==> src/rtl/bridge_pkg.sv <==
// Shared definitions for the AHB-to-APB bridge: FSM encodings, response codes, beat layout.
package bridge_pkg;

  typedef logic [1:0] state_t;

  localparam state_t ST_IDLE   = 2'd0;
  localparam state_t ST_SETUP  = 2'd1;
  localparam state_t ST_ACCESS = 2'd2;

  localparam logic HRESP_OKAY  = 1'b0;
  localparam logic HRESP_ERROR = 1'b1;

  localparam int WRITE_W = 1;

  // Queued beat layout, MSB first: {write, addr, data}
  function automatic int beat_width(input int addr_w, input int data_w);
    return WRITE_W + addr_w + data_w;
  endfunction

endpackage

==> src/rtl/apb_req_fifo.sv <==
// Request FIFO between the AHB capture stage and the APB sequencer.
// Push/pop gating is owned by the caller; this block only keeps the ring.
module apb_req_fifo #(
  parameter int WIDTH = 65,
  parameter int DEPTH = 4
) (
  input  logic                     clk_i,
  input  logic                     rst_n_i,
  input  logic                     push_i,
  input  logic                     pop_i,
  input  logic [WIDTH-1:0]         wdata_i,
  output logic [WIDTH-1:0]         rdata_o,
  output logic                     full_o,
  output logic                     empty_o,
  output logic [$clog2(DEPTH):0]   count_o
);

  localparam int PW = $clog2(DEPTH);
  localparam logic [PW-1:0] PTR_ONE  = 1;
  localparam logic [PW:0]   CNT_ONE  = 1;
  localparam logic [PW:0]   CNT_FULL = (PW+1)'(DEPTH);

  logic [WIDTH-1:0] mem_q [DEPTH];
  logic [PW-1:0]    wr_ptr_q, rd_ptr_q;
  logic [PW:0]      count_q;

  always_ff @(posedge clk_i) begin
    if (push_i) mem_q[wr_ptr_q] <= wdata_i;
  end

  always_ff @(posedge clk_i or negedge rst_n_i) begin
    if (!rst_n_i) begin
      wr_ptr_q <= '0;
      rd_ptr_q <= '0;
      count_q  <= '0;
    end else begin
      if (push_i) wr_ptr_q <= wr_ptr_q + PTR_ONE;
      if (pop_i)  rd_ptr_q <= rd_ptr_q + PTR_ONE;
      case ({push_i, pop_i})
        2'b10:   count_q <= count_q + CNT_ONE;
        2'b01:   count_q <= count_q - CNT_ONE;
        default: count_q <= count_q;
      endcase
    end
  end

  assign rdata_o = mem_q[rd_ptr_q];
  assign full_o  = (count_q == CNT_FULL);
  assign empty_o = (count_q == '0);
  assign count_o = count_q;

endmodule

==> src/rtl/apb_controller.sv <==
// APB side of the AHB-to-APB bridge: queues incoming beats and replays each
// one as an APB3 SETUP/ACCESS transfer, returning read data and error pulses.
//
// state     | meaning
// ST_IDLE   | no transfer; waits for a queued beat
// ST_SETUP  | Psel asserted, Penable low, beat just popped
// ST_ACCESS | Penable high; waits for Pready or timeout
module apb_controller
  import bridge_pkg::*;
#(
  parameter int ADDR_W  = 32,
  parameter int DATA_W  = 32,
  parameter int DEPTH   = 4,
  parameter int NSLV    = 4,
  parameter int SEL_LSB = 28,
  parameter int TIMEOUT = 16
) (
  input  logic              Hclk,
  input  logic              Hresetn,
  input  logic              valid,
  input  logic [ADDR_W-1:0] Haddr_temp,
  input  logic [DATA_W-1:0] Hwdata_temp,
  input  logic              Hwrite_temp,
  input  logic [DATA_W-1:0] Prdata,
  input  logic              Pready,
  input  logic              Pslverr,
  output logic [NSLV-1:0]   Psel,
  output logic              Penable,
  output logic              Pwrite,
  output logic [ADDR_W-1:0] Paddr,
  output logic [DATA_W-1:0] Pwdata,
  output logic [DATA_W-1:0] Hrdata,
  output logic              rd_valid,
  output logic              Hresp,
  output logic              Hready_out,
  output logic              overflow
);

  localparam int BEAT_W = beat_width(ADDR_W, DATA_W);
  localparam int IDX_W  = (NSLV > 1) ? $clog2(NSLV) : 1;
  localparam int CNT_W  = $clog2(DEPTH) + 1;
  localparam int WC_W   = (TIMEOUT > 1) ? $clog2(TIMEOUT) : 1;
  localparam logic [CNT_W-1:0] CNT_ONE = 1;
  localparam logic [CNT_W-1:0] HR_LIM  = CNT_W'(DEPTH - 1);
  localparam logic [WC_W-1:0]  WC_ONE  = 1;
  localparam logic [WC_W-1:0]  WC_LAST = WC_W'(TIMEOUT - 1);

  state_t state_q, state_d;

  logic              push, pop, full, empty;
  logic [BEAT_W-1:0] head;
  logic [CNT_W-1:0]  fifo_count, count_nxt;
  logic              head_write;
  logic [ADDR_W-1:0] head_addr;
  logic [DATA_W-1:0] head_data;
  logic [IDX_W-1:0]  idx;
  logic              done, abort;

  logic [NSLV-1:0]   psel_q, psel_d;
  logic              penable_q, penable_d, pwrite_q, pwrite_d;
  logic [ADDR_W-1:0] paddr_q, paddr_d;
  logic [DATA_W-1:0] pwdata_q, pwdata_d, hrdata_q, hrdata_d;
  logic              rd_valid_q, rd_valid_d, hresp_q, hresp_d;
  logic              hready_q, hready_d, overflow_q, overflow_d;
  logic [WC_W-1:0]   wait_cnt_q, wait_cnt_d;

  apb_req_fifo #(.WIDTH(BEAT_W), .DEPTH(DEPTH)) u_fifo (
    .clk_i   (Hclk),
    .rst_n_i (Hresetn),
    .push_i  (push),
    .pop_i   (pop),
    .wdata_i ({Hwrite_temp, Haddr_temp, Hwdata_temp}),
    .rdata_o (head),
    .full_o  (full),
    .empty_o (empty),
    .count_o (fifo_count)
  );

  assign head_write = head[BEAT_W-1];
  assign head_addr  = head[DATA_W +: ADDR_W];
  assign head_data  = head[DATA_W-1:0];
  assign idx        = (NSLV > 1) ? head_addr[SEL_LSB +: IDX_W] : '0;

  assign done  = (state_q == ST_ACCESS) && Pready;
  assign abort = (TIMEOUT != 0) && (state_q == ST_ACCESS) && !Pready && (wait_cnt_q == WC_LAST);

  // A full FIFO still takes a beat when the head leaves in the same cycle
  assign pop  = (state_d == ST_SETUP);
  assign push = valid && (!full || pop);

  always_comb begin
    count_nxt = fifo_count;
    if (push && !pop)      count_nxt = fifo_count + CNT_ONE;
    else if (pop && !push) count_nxt = fifo_count - CNT_ONE;
  end

  always_ff @(posedge Hclk or negedge Hresetn) begin
    if (!Hresetn) state_q <= ST_IDLE;
    else          state_q <= state_d;
  end

  always_comb begin
    state_d = state_q;
    case (state_q)
      ST_IDLE:   if (!empty) state_d = ST_SETUP;
      ST_SETUP:  state_d = ST_ACCESS;
      ST_ACCESS: if (done || abort) state_d = empty ? ST_IDLE : ST_SETUP;
      default:   state_d = ST_IDLE;
    endcase
  end

  always_comb begin
    psel_d     = psel_q;
    penable_d  = 1'b0;
    pwrite_d   = pwrite_q;
    paddr_d    = paddr_q;
    pwdata_d   = pwdata_q;
    hrdata_d   = hrdata_q;
    rd_valid_d = 1'b0;
    hresp_d    = HRESP_OKAY;
    wait_cnt_d = wait_cnt_q;
    hready_d   = (count_nxt < HR_LIM);
    overflow_d = overflow_q | (valid && full && !pop);

    if (state_q == ST_ACCESS && !Pready) wait_cnt_d = wait_cnt_q + WC_ONE;

    if (done) begin
      if (!pwrite_q) begin
        hrdata_d   = Prdata;
        rd_valid_d = 1'b1;
      end
      if (Pslverr) hresp_d = HRESP_ERROR;
    end
    if (abort) hresp_d = HRESP_ERROR;

    case (state_d)
      ST_IDLE: psel_d = '0;
      ST_SETUP: begin
        psel_d      = '0;
        psel_d[idx] = 1'b1;
        pwrite_d    = head_write;
        paddr_d     = head_addr;
        pwdata_d    = head_data;
        wait_cnt_d  = '0;
      end
      ST_ACCESS: penable_d = 1'b1;
      default: psel_d = '0;
    endcase
  end

  always_ff @(posedge Hclk or negedge Hresetn) begin
    if (!Hresetn) begin
      psel_q     <= '0;
      penable_q  <= 1'b0;
      pwrite_q   <= 1'b0;
      paddr_q    <= '0;
      pwdata_q   <= '0;
      hrdata_q   <= '0;
      rd_valid_q <= 1'b0;
      hresp_q    <= HRESP_OKAY;
      wait_cnt_q <= '0;
      hready_q   <= 1'b1;
      overflow_q <= 1'b0;
    end else begin
      psel_q     <= psel_d;
      penable_q  <= penable_d;
      pwrite_q   <= pwrite_d;
      paddr_q    <= paddr_d;
      pwdata_q   <= pwdata_d;
      hrdata_q   <= hrdata_d;
      rd_valid_q <= rd_valid_d;
      hresp_q    <= hresp_d;
      wait_cnt_q <= wait_cnt_d;
      hready_q   <= hready_d;
      overflow_q <= overflow_d;
    end
  end

  assign Psel       = psel_q;
  assign Penable    = penable_q;
  assign Pwrite     = pwrite_q;
  assign Paddr      = paddr_q;
  assign Pwdata     = pwdata_q;
  assign Hrdata     = hrdata_q;
  assign rd_valid   = rd_valid_q;
  assign Hresp      = hresp_q;
  assign Hready_out = hready_q;
  assign overflow   = overflow_q;

endmodule

==> config.mk <==
export PLATFORM = sky130hd
export DESIGN_NAME = apb_controller
export DESIGN_NICKNAME = d
export VERILOG_FILES = /design/src/rtl/bridge_pkg.sv /design/src/rtl/apb_req_fifo.sv /design/src/rtl/apb_controller.sv
export SDC_FILE = /design/constraint.sdc
export NUM_CORES = 1
export LEC_CHECK = 0
export ABC_AREA = 1
export CAP_MARGIN = 25
export CORE_MARGIN = 4
export CORE_UTILIZATION = 30
export CTS_CLUSTER_DIAMETER = 30
export DETAILED_ROUTE_END_ITERATION = 8
export GPL_ROUTABILITY_DRIVEN = 0
export HOLD_SLACK_MARGIN = 0.06
export MAX_ROUTING_LAYER = met4
export PLACE_DENSITY_LB_ADDON = 0.08
export SLEW_MARGIN = 10
export SYNTH_ARGS = -nofsm -noshare
export SYNTH_HDL_FRONTEND = slang
export SYNTH_SLANG_ARGS = --single-unit
==> constraint.sdc <==
create_clock -name Hclk -period 11.1 [get_ports Hclk]
set_input_delay 3.33 -clock Hclk [delete_from_list [all_inputs] [get_ports Hclk]]
set_output_delay 3.33 -clock Hclk [all_outputs]
set_load 0.02 [all_outputs]
# Word-level counts from Yosys, hierarchy flattened
# Memories as Yosys holds them, arrays and structs flattened.
# Index checks and enable logic that the tools add are counted.
[word_totals] input_bits=102 memories=1 reg_bits=119 elab_cells=74 ramBits=260 output_inout_bits=106
[mem_list] memory="u_fifo.mem_q" words=4 word_bits=65 read_ports=1 rd_ports_with_merged_regs=0 wr=1 line="apb_req_fifo.sv:23" text="logic [WIDTH-1:0] mem_q [DEPTH];"
[op_classes] bitwise_logic=2 magnitude_cmp=3 n_eq_ne=8 n_addsub=5 n_mux=20 reduce_logical=20
[op_table] cell="$mux 1" count=10
[op_table] cell="$logic_and 1x1->1" count=9
[op_table] cell="$mux 4" count=2
[op_table] cell="$pmux 4 s2" count=1
[op_table] cell="$eq 2x1->1 const B" count=3
[op_table] cell="$eq 2x2->1 const B" count=3
[op_table] cell="$mux 3" count=2
[op_table] cell="$pmux 2 s3" count=1
[op_table] cell="$pmux 3 s2" count=1
[op_table] cell="$add 2x1->2 const B" count=2
[op_table] cell="$add 4x1->4 const B" count=1
[op_table] cell="$eq 4x4->1 const B" count=1
[op_table] cell="$logic_not 1->1" count=4
[op_table] cell="$mux 2" count=2
[op_table] cell="$reduce_bool 2->1" count=2
[op_table] cell="$add 3x1->3 const B" count=1
[op_table] cell="$eq 3x3->1 const B" count=1
[op_table] cell="$logic_not 3->1" count=1
[op_table] cell="$lt 2x3->1 const B" count=1
[op_table] cell="$lt 3x2->1 const B" count=1
[op_table] cell="$sub 3x1->3 const B" count=1
[op_table] cell="$demux 1 s2" count=1
[op_table] cell="$ge 2x1->1 const B" count=1
[op_table] cell="$logic_not 2->1" count=1
[op_table] cell="other kinds (4)" count=5

# Longest topological paths before layout
# Gate-level depths: netlist (run 1).
[logic_depth] depth_word=14 mapped_depth=12 ltp_nobuf=12

# Hierarchy
# From an unflattened synthesis (run 1), not the netlist that was laid out.
[unflattened] hier_cells=1306 area_unflattened_um2=15245.9
[by_module_without_submodules] mod="apb_req_fifo" area_each_um2=10845.4 instances=1 seq_area_each_um2=7982.7 cells_per_inst=807
[by_module_without_submodules] mod="apb_controller" area_each_um2=4400.5 instances=1 seq_area_each_um2=2803.9 cells_per_inst=499

# Worst setup path after synthesis (run 1)
# No wires, ideal clock.
[synth_path] path_kind="in2reg" from="input Pready" to="memory u_fifo.mem_q[0][0] (enable)" setup_time_ps=489 path_slack_ps=3923 n_path_buf=0 t_arrival_ps=6689 stages=7 path_cell_list="nor2_4 nand2_1 nand2_2 nand2_4 nand3_1 nand2_1 nor2_1"
[synth_via] elab_chain_len=11
[synth_lines] item="start, declared" line="apb_controller.sv:25" text="input logic Pready,"
[synth_lines] item="$logic_not 1->1" line="apb_controller.sv:85" text="assign abort = (TIMEOUT != 0) && (state_q == ST_ACCESS) && !Pready && (wait_cnt_q == WC_LAST);"
[synth_lines] item="$logic_and 1x1->1 (2 in a row)" line="apb_controller.sv:85"
[synth_lines] item="$logic_or 1x1->1 (*)" line="apb_controller.sv:107" text="ST_ACCESS: if (done || abort) state_d = empty ? ST_IDLE : ST_SETUP;"
[synth_lines] item="$mux 2 (*)" line="apb_controller.sv:107"
[synth_lines] item="$pmux 2 s3 (*)" line="apb_controller.sv:104" text="case (state_q)"
[synth_lines] item="$eq 2x1->1 (*)" line="apb_controller.sv:88" text="assign pop = (state_d == ST_SETUP);"
[synth_lines] item="$logic_or 1x1->1 (*)" line="apb_controller.sv:89" text="assign push = valid && (!full || pop);"
[synth_lines] item="$logic_and 1x1->1 (*)" line="apb_controller.sv:89"
[synth_lines] item="$mux 1 (*)" line="apb_req_fifo.sv:28" text="if (push_i) mem_q[wr_ptr_q] <= wdata_i;"
[synth_lines] item="$mux 1 (not written as such) (*)" line="apb_req_fifo.sv:28"
[synth_lines] item="end, declared" line="apb_req_fifo.sv:23"
# Mark *: on every way between the ends. The rest lies on a longest branch, timed or not.

# Worst setup path after layout (run 1)
[layout_path] from="input Pready" to="memory u_fifo.mem_q[1][40] (enable)"
# The elaborated chain is that of the path after synthesis.

==> flow_summary.ini, run 1 <==
[logic_synthesis]
synth.distinct_cells = 32
synthesis.area_um2 = 14300
synth_fp_nets = 1274
ys_warn_count = 0
syn_avg_cell_area_um2 = 12.3
netlist.area_leader.share = 0.545
synth_largest_area_cell = edfxtp_1
yosys_register_bits = 379
ys_seq_area_frac = 0.753
synth_edf_count = 260
ys_top_cells_by_area = edfxtp_1 55%, dfrtp_1 21%, nor2_1 8.7%
synthCells = 1162
yosys_most_used_dff = edfxtp_1
async_flop_share = 0.314

[floorplan]
die_w_um = 226
dieHeight_um = 226
rows = 79
core_region_area_um2 = 46900
start_util = 0.306
die_area_um2 = 51300
io_pins = 208

[run_status]
status = completed

[critical_path]
critPathTopFamily = buffers and inverters
critPathMaxStageDelay_ns = 0.50
path_class = in2reg
start_kind = primary input
cp_slowest_cell = clkdlybuf4s50_1
cp_data_required_time_ns = 11.38
critPathMaxFanout = 34
cp_cell_sequence = clkdlybuf4s50_1 > nor2_4 > nand2_1 > nand2_2 > nand2_4 > nand3_1 > nand2_1 > nor2_4 > buf_4 > buf_12
arrival_ns = 5.73
path_buf_inv = 3
end_kind = flop

[drt]
drt_iter0_markers = 645
wl_per_cell_um = 17.8
dr_total_vias = 9336
wl_um = 37500
dr.pass1.iters = 6
vias_per_cell = 4.43
drc = 0
ant_nets = 0

[sta]
worst_pin_slew_ns = 0.953
min_period_ns = 5.45
hold_viol_final = 0
setup_viol = 0
finalCritPeriodShare = 0.491
fmax_ghz = 0.183
skew_ns = 0.0245
fin_tns_setup_ns = 0
slew-limit-headroom = 0.365
slew_viol_final = 0
rsz0062_at_grt = no

[cts]
cts-htree-levels = 3
postCtsSetupRepairBufs = 0
path_clk_slew_ns = 0.04
cts_root_buf = clkbuf_16
clock_latency_ns = 0.61
numCtsBuffers = 96
clock_sinks = 379
cts_resized = 0
tritoncts = built
holdBufCountCts = 0
cts_buffer_depth = 3

[global_route]
grtUsageTotal = 0.150
grt_overflow = 0
grt_pass1_vias = 9532
grt_pass1_wl_um = 57000
antenna_found_initial = 2
grt_max_degree = 81

[flow_run]
maxCapViolations = 0

[pwr]
irDropWorstVdd_uv = 137
p_per_area_nw_per_um2 = 337
p_leak_nw = 7.78
power_mw = 6.91

[cells_and_area]
finalCoreUtilization = 0.438
area_delta_synth_final_pct = 43.2
num-nets-final = 1532
drive_above_1_share = 0.126

[min_path]
hold_class = reg2reg

[placed_design]
hpwl_um = 21000
port_buffers = 207
[worst register-to-register path, cell delays in order (launching register included)]
cell	delay, ns
dfrtp_4	0.76
inv_4	0.53
buf_4	0.76
o21ai_0	0.18
o22ai_1	0.47
nand2_1	0.14
o21ai_1	0.15
[cell families after synthesis]
group                    after synthesis  share of synthesized area
flip-flops                           379                      0.753
AND/OR/NAND/NOR                      472                      0.127
buffers and inverters                 86                     0.0278
adder cells (fa/ha/maj)               10                    0.00874
AO/OA/AOI/OAI                        209                     0.0797
XOR/XNOR                               6                    0.00367
[final cells by class]
cell class                      instances  area, µm²
Tap cell                              607        759
Timing Repair Buffer                  223       2290
Inverter                               23       91.3
Antenna cell                            2       5.00
Sequential cell                       379      10800
Multi-Input combinational cell        697       3170
Clock buffer                          117       2610
Fill cell                            4364      26400
Clock inverter                         61        787
[per-stage QoR]
| step | hold WS (ns) | setup slack [ns] | cells | area, µm² |
|---|---|---|---|---|
| floorplan | 0.490 | 3.92 | 1162 | 14300 |
| global placement | 0.453 | 4.94 | 1923 | 17000 |
| detailed placement | 0.458 | 4.91 | 1926 | 17000 |
| CTS | 0.468 | 5.56 | 2104 | 20400 |
| global route | 0.487 | 5.43 | 2109 | 20500 |
| finish | 0.463 | 5.65 | 2109 | 20500 |
[routing by layer]
layer / GRT usage / part of all wire / vias to the layer above
met5: - / 0 / -
met4: 0.0499 / 0.023 / 0
met3: 0.0443 / 0.060 / 70
met2: 0.223 / 0.45 / 229
met1: 0.200 / 0.47 / 4457
li1: - / - / 4580
[cell usage in the layout, fill, tap and decap left out, drive strengths merged, types with 25 or more instances in the layout]
cell type      count
dfrtp            118
clkdlybuf4s50    206
nor2             332
o21ai            135
a31oi             63
nand2            129
clkbuf           117
inv               25
edfxtp           260
clkinv            38
[flip-flops by register name, indices dropped and copies added (netlist names)]
register / flops
Penable: 1
Hready_out: 1
u_fifo.rd_ptr_q: 2
Pwrite: 1
u_fifo.wr_ptr_q: 2
Paddr: 32
Pwdata: 32
overflow: 1
wait_cnt_q: 4
u_fifo.count_o: 3
Hresp: 1
rd_valid: 1
Psel: 4
state_q: 2
Hrdata: 32
u_fifo.mem_q: 260
[path summary, 6_finish.rpt]
check	startpoint	to	slack, ns	depth (start not counted)
min reg2reg	Hrdata[1]	Hrdata[1]	0.46	2
min	Hrdata[1]	Hrdata[1]	0.46	2
min in group asynchronous	Hresetn	Pwdata[3]	2.74	1
max reg2reg	u_fifo.rd_ptr_q[0]	Psel[1]	8.03	6
max in group asynchronous	Hresetn	Paddr[8]	7.25	3
max	Pready	u_fifo.mem_q[1][40]	5.65	10
[report_power, final]
part	internal [mW]	switching, mW	leakage (nW)
logic	0.706	1.13	2.33
registers	1.95	0.267	3.78
clock network	2.04	0.816	1.66
[Yosys cell counts (2+ instances only)]
cell type,count
inv_1,19
edfxtp_1,260
o21ai_1,2
nor2_1,331
ha_1,10
a31oi_1,63
a21oi_1,3
inv_2,3
dfrtp_1,118
buf_1,3
o21ai_0,133
xor2_1,5
nand2_1,126
buf_4,9
clkbuf_1,25
buf_2,25
nand4_1,2
nand2_2,2
o22ai_1,4
nand3_1,7
Power figures use the tool's default switching activity.
==> run 2: changes to the inputs <==
==> constraint.sdc (replaced) <==
create_clock -name Hclk -period 4.8 [get_ports Hclk]
set_input_delay 1.44 -clock Hclk [delete_from_list [all_inputs] [get_ports Hclk]]
set_output_delay 1.44 -clock Hclk [all_outputs]
set_load 0.02 [all_outputs]
==> run 2 against run 1 <==
Effect of this change: die area unchanged; non-clock buffer count increased by 4; first-iteration DRC count is 25% lower; critical path depth is 1 lower; cell count is 0.24% higher; hold slack better by 0.00060 ns; wire length increased by 1.0%; clock-buffer cell count rose by 4; core utilization decreased by 0.072 points; sequential cell count unchanged; via count grew 1.3%; global-route usage rose by 0.11 points; critical path type unchanged; critical endpoint is now u_fifo.mem_q[3][30]; largest cell class unchanged.
==> flow_summary.ini, run 2 (same netlist as run 1, synthesis figures left out) <==
[run_status]
status = completed

[critical_path]
reg2regPathDepth = 5
reg2reg_from = u_fifo.rd_ptr_q[0]
arrival_ns = 3.75
crit_start = Pready
critPathTopFamily = simple AND/OR/NAND/NOR gates
cp_cell_sequence = clkdlybuf4s50_1 > nor2_4 > nand2_1 > nand2_2 > nand2_4 > nand3_1 > nand2_1 > nor2_4 > buf_12
crit_end = u_fifo.mem_q[3][30]
rrSetupSlack_ns = 1.96
cp_slowest_cell = nor2_4
start_kind = primary input
reg2reg_to = Psel[1]
crit_cells = 9
critPathMaxFanout = 20
cp_data_required_time_ns = 5.09
path_class = in2reg
end_kind = flop
path_buf_inv = 2
critPathMaxStageDelay_ns = 0.59

[cts]
path_clk_slew_ns = 0.04
clock_sinks = 379
postCtsSetupRepairBufs = 0
numCtsBuffers = 96
cts-htree-levels = 3
holdBufCountCts = 0
cts_buffer_depth = 3
clock_latency_ns = 0.61
tritoncts = built
cts_root_buf = clkbuf_16
cts_resized = 0

[drt]
wl_um = 37900
top_layer_used = met4
vias_per_cell = 4.47
wl_per_cell_um = 17.9
ant_nets = 0
wl_met2_um = 17100
drc = 0
wl_met3_um = 1870
dr_total_vias = 9460
wl_met1_um = 18100
drt_iter0_markers = 482
dr.pass1.iters = 5

[global_route]
grtUsageTotal = 0.152
grt_overflow = 0
grt_pass1_wl_um = 57900
grt_max_degree = 97
grt_pass1_vias = 9731
antenna_found_initial = 0

[pwr]
power_mw = 15.9
p_leak_nw = 7.75
irDropWorstVdd_uv = 320
p_per_area_nw_per_um2 = 776

[floorplan]
die_area_um2 = 51300
die_w_um = 226
start_util = 0.306
core_region_area_um2 = 46900
io_pins = 208
dieHeight_um = 226
rows = 79

[cells_and_area]
num-nets-final = 1536
antenna_cells = 0
drive_above_1_share = 0.132
final_cell_mix = 326 x nor2_1, 260 x edfxtp_1, 206 x clkdlybuf4s50_1
largest_reg_flops = 260
top_register = u_fifo.mem_q
area_delta_synth_final_pct = 42.9
layout.cells.most_common = nor2_1

[sta]
skew_ns = 0.0228
finalCritPeriodShare = 0.720
slew_viol_final = 0
whs_ns = 0.463
setup_viol = 0
min_period_ns = 3.46
hold_viol_final = 0
fmax_ghz = 0.289
rsz0062_at_grt = no
worst_pin_slew_ns = 1.02
slew-limit-headroom = 0.319

[placed_design]
hpwl_um = 21500
port_buffers = 207

[min_path]
hold_class = reg2reg

[flow_run]
maxCapViolations = 0
-- run 2: changes by cell type in the layout (fill, tap and decap cells not counted), sizes merged --
cell and change:
clkbuf +4, diode -2, buf +4, clkinvlp +5, clkinv -2, inv +1, bufinv -5
-- run 2: final cells by class --
class,instances,area [µm²]
Timing Repair Buffer,227,2330
Fill cell,4394,26400
Clock buffer,121,2640
Tap cell,607,759
Inverter,23,91.3
Multi-Input combinational cell,697,3170
Sequential cell,379,10800
Clock inverter,60,686
-- run 2: worst min path at each step --
| stage | from | to | slack, ns | cells past startpoint |
|---|---|---|---|---|
| CTS | Hrdata[16] | Hrdata[16] | 0.47 | 2 |
| global route | Hrdata[21] | Hrdata[21] | 0.49 | 2 |
| floorplan | state_q[1] | Penable | 0.49 | 1 |
| global placement | Hrdata[8] | Hrdata[8] | 0.45 | 2 |
| detailed placement | Hrdata[6] | Hrdata[6] | 0.46 | 2 |
| finish | Hrdata[19] | Hrdata[19] | 0.46 | 2 |
-- run 2: through the flow --
stage                     instance area, µm²  setup TNS (ns)   util  setup slack (ns)  cells
final                                  20500               0  0.437              1.34   2114
after global routing                   20500               0  0.437              1.18   2114
after CTS                              20400               0  0.436              1.38   2113
after detailed placement               17100               0  0.365             0.755   1932
after global placement                 17100               0  0.365             0.749   1932
after floorplan                        14300         -126.73      -            -0.487   1162
-- run 2: worst reg2reg max path: stages (launching register included) --
cell and delay, ns:
dfrtp_4 0.76, inv_4 1.02, o21ai_0 0.18, o22ai_1 0.49, nand2_1 0.17, o21ai_1 0.15
-- run 2: layer usage --
metal	vias up	track usage
li1	4600	-
met1	4562	0.203
met2	237	0.226
met3	61	0.0359
met4	0	0.0558
met5	-	-
-- run 2: report_power, final --
part / switching (mW) / leakage (nW) / internal [mW]
clock network: 1.92 / 1.62 / 4.51
registers: 0.509 / 3.78 / 4.51
logic: 2.76 / 2.35 / 1.68
total: 5.19 / 7.75 / 10.7
==> run 3: changes to the inputs <==
==> constraint.sdc (replaced) <==
create_clock -name Hclk -period 3 [get_ports Hclk]
set_input_delay 0.9 -clock Hclk [delete_from_list [all_inputs] [get_ports Hclk]]
set_output_delay 0.9 -clock Hclk [all_outputs]
set_load 0.02 [all_outputs]
==> run 3 against run 2 <==
Effect of this change: global-route usage hardly changed; register-to-register slack worse by 1.3 ns; core utilization is 0.87 points higher; critical path type is now reg2out; critical path depth is 8 lower; cell area is 2.0% higher; largest cell class unchanged; via count is 0.77% higher.
==> flow_summary.ini, run 3 (same netlist as run 1, synthesis figures left out) <==
[run_status]
status = completed

[cts]
holdBufCountCts = 0
clock_sinks = 379
cts-htree-levels = 3
numCtsBuffers = 96
cts_root_buf = clkbuf_16
postCtsSetupRepairBufs = 0
path_clk_slew_ns = 0.04
cts_buffer_depth = 3
cts_resized = 0
tritoncts = built
clock_latency_ns = 0.60

[placed_design]
dp_slack_ns = -0.0764
placed_cell_area_um2 = 17300
placed_cells = 1947
port_buffers = 207
hpwl_um = 23600

[critical_path]
critPathMaxFanout = 1
cp_cell_sequence = clkdlybuf4s50_1
arrival_ns = 1.71
start_kind = flop
path_buf_inv = 1
critPathMaxStageDelay_ns = 0.62
end_kind = output port
critPathTopFamily = buffers and inverters
path_class = reg2out
cp_data_required_time_ns = 2.10
cp_slowest_cell = clkdlybuf4s50_1

[drt]
drc = 0
wl_um = 38200
wl_per_cell_um = 17.9
vias_per_cell = 4.48
dr_total_vias = 9533
drt_iter0_markers = 636
ant_nets = 0
dr.pass1.iters = 5

[cells_and_area]
finalCoreUtilization = 0.446
final_area_um2 = 20900
seq_area_um2 = 10800
layout.cells.most_common = nor2_1
drive_above_1_share = 0.143
largest_reg_flops = 260
fin_cells = 2129
final_cell_mix = 326 x nor2_1, 260 x edfxtp_1, 206 x clkdlybuf4s50_1
top_register = u_fifo.mem_q
multi_input_area_um2 = 3170
num-nets-final = 1550
area_delta_synth_final_pct = 45.8
fill_cells = 4357

[floorplan]
dieHeight_um = 226
core_region_area_um2 = 46900
die_w_um = 226
start_util = 0.306
rows = 79
die_area_um2 = 51300
io_pins = 208

[global_route]
grt_overflow = 0
grt_pass1_vias = 9724
grt_max_degree = 72
antenna_found_initial = 1
grtUsageTotal = 0.152
grt_pass1_wl_um = 58200

[sta]
slew_viol_final = 0
slew-limit-headroom = 0.447
whs_ns = 0.297
skew_ns = 0.0159
worst_pin_slew_ns = 0.829
hold_viol_final = 0
fin_ws_ns = 0.392
setup_viol = 0
fmax_ghz = 0.383
finalCritPeriodShare = 0.869
min_period_ns = 2.61
fin_tns_setup_ns = 0
rsz0062_at_grt = no

[pwr]
power_mw = 26.4
p_per_area_nw_per_um2 = 1260
p_leak_nw = 7.95
irDropWorstVdd_uv = 479

[flow_run]
maxCapViolations = 0

[min_path]
hold_class = in2async
[run 3: cell types whose count changed in the layout (fill, tap and decap cells not counted), moves of 2 or more]
cell | before | now
buf_12 | 7 | 13
buf_4 | 12 | 20
bufinv_16 | 12 | 18
clkbuf_8 | 8 | 17
clkinv_1 | 8 | 3
clkinv_2 | 20 | 12
clkinv_8 | 3 | 1
clkinvlp_4 | 9 | 7
inv_6 | 1 | 3
[run 3: where the power goes]
part           internal (mW)  switching (mW)  leakage (nW)  total [mW]
combinational           2.86            4.55          2.45        7.41
sequential              7.21           0.706          3.78        7.92
clock                   7.99            3.04          1.72        11.0
[run 3: layer usage]
layer	vias to the layer above	wire length, µm	GRT usage
met5	-	0	-
met4	0	646	0.0511
met3	56	2110	0.0412
met2	237	17500	0.225
met1	4613	18000	0.204
li1	4627	-	-
[run 3: final timing paths]
check | startpoint | end | slack, ns | depth (start not counted)
setup reg to reg | u_fifo.count_o[0] | u_fifo.mem_q[3][56] | 0.66 | 9
hold / removal | Hresetn | u_fifo.count_o[1] | 0.30 | 1
hold reg to reg | Hrdata[28] | Hrdata[28] | 0.47 | 2
min in group Hclk | Hrdata[28] | Hrdata[28] | 0.47 | 2
setup / recovery | Hready_out | Hready_out | 0.39 | 1
max in group asynchronous | Hresetn | Pwdata[5] | 2.01 | 2
[run 3: final cells by class]
class | count | share of cell area
tap | 607 | 0.0364
inverter | 23 | 0.00438
multi-input combinational | 697 | 0.152
timing repair buffer | 241 | 0.120
clock buffer | 131 | 0.134
clock inverter | 50 | 0.0364
sequential | 379 | 0.517
antenna | 1 | 0.000120
==> patch, RTL diff (settings of run 3) <==
Put one more register stage on the output `overflow`, cleared by the reset. The value now appears one clock later. The other outputs are not delayed to match.
--- a/src/rtl/apb_controller.sv
+++ b/src/rtl/apb_controller.sv
@@ -186,5 +186,11 @@
   assign Hresp      = hresp_q;
   assign Hready_out = hready_q;
-  assign overflow   = overflow_q;
+  always_ff @(posedge Hclk or negedge Hresetn) begin
+    if (!Hresetn) begin
+      overflow <= '0;
+    end else begin
+      overflow <= overflow_q;
+    end
+  end
 
 endmodule
Function: no difference found for any inputs over 4 cycles, from zero or initial values and one cycle with Hresetn low; that may be too few to reach the edited logic, so the function may still have changed.
==> patch against run 3 <==
Area after synthesis increased by 0.17%; clock power decreased by 6%; sequential cell count increased by 1; routed wire length decreased by 2.5%; setup slack improved by 0.0094 ns; worst hold slack got worse by 0.11 ns; synthesized cell count about the same; design area decreased by 1.0%; power decreased by 3.2%; die area increased by 0.17%; critical endpoint is now Pwdata[30]; highest routed layer unchanged.
==> patch: results (changes against run 3) <==
Flop pwr share 0.311 (was 0.300); WL met1 16940 µm (was 17970 µm); fraction of synthesis flops using an asynchronous set or reset pin 0.3158 (was 0.3140); maximum fanout count along the critical path 2 (was 1); wire length of the first global-routing pass 56620 µm (was 58210 µm); number of global-route vias before repair 9706 (was 9724); gate count of the mapped netlist 1163 (was 1162); power in combinational cells 7.31 mW (was 7.41 mW); result of the run completed (unchanged); fraction of final layout cells with drive strength greater than 1 0.1319 (was 0.1433); cell types with the largest area share after synthesis edfxtp_1 54%, dfrtp_1 21%, nor2_1 8.7% (was edfxtp_1 55%, dfrtp_1 21%, nor2_1 8.7%); number of detailed-routing iterations run before antenna repair 7 (was 5); sequential element share of the synthesized area 0.7538 (was 0.7533); critical path endpoint Pwdata[30] (was Hready_out); synth cell count leaders 331 x nor2_1, 260 x edfxtp_1, 133 x o21ai_0, 126 x nand2_1, 119 x dfrtp_1 (was 331 x nor2_1, 260 x edfxtp_1, 133 x o21ai_0, 126 x nand2_1, 118 x dfrtp_1); routed length per placed instance 17.48 µm (was 17.95 µm); slack of the worst reg-to-reg path 0.79 ns (was 0.66 ns); via count 9501 (was 9533); Filler Cells Inserted 4346 (was 4357); Static Leakage 7.843 nW (was 7.954 nW); antenna violations before repair 8 (was 1); Fin Hold WS 0.1901 ns (was 0.2967 ns); maximum operating frequency 0.3848 GHz (was 0.3834 GHz); net count after synthesis 1275 (was 1274); Crit Reg-Reg Endpoint u_fifo.mem_q[1][34] (was u_fifo.mem_q[3][56]); Iter 0 DRT Violations 593 (was 636); maximum VDD drop 0.0005771 V (was 0.0004791 V); Setup crit start Pwdata[30] (was Hready_out); Final Net Count 1547 (was 1550); number of standard cells in the layout, taps in and fillers out 2132 (was 2129); routed wl met3 2298 µm (was 2114 µm)
patch: cells by family (layout without fill, tap and decap cells):
family | after synthesis | count (layout) | synth area share
xor+xnor | 6 | 6 | 0.003664
fa+ha+maj | 10 | 10 | 0.008723
other cells | 0 | 9 | 0
simple gates | 472 | 472 | 0.1266
flops | 380 | 380 | 0.7538
compound gates | 209 | 209 | 0.07955
buf+inv | 86 | 439 | 0.02774
patch: cell type report:
class | instances | area [µm²] | area share
multi-input cells | 697 | 3167 | 0.1533
diodes | 9 | 22.52 | 0.001090
flip-flops and latches | 380 | 10820 | 0.5236
well taps | 607 | 759.5 | 0.03677
repair buffers | 236 | 2486 | 0.1204
clock buffers | 135 | 2730 | 0.1322
inverters | 23 | 91.34 | 0.004422
clock inverters | 45 | 584.3 | 0.02829
patch: layer usage:
layer / track usage / vias to the layer above
li1: - / 4637
met1: 0.1882 / 4543
met2: 0.2283 / 245
met3: 0.04700 / 76
met4: 0.05204 / 0
met5: - / -
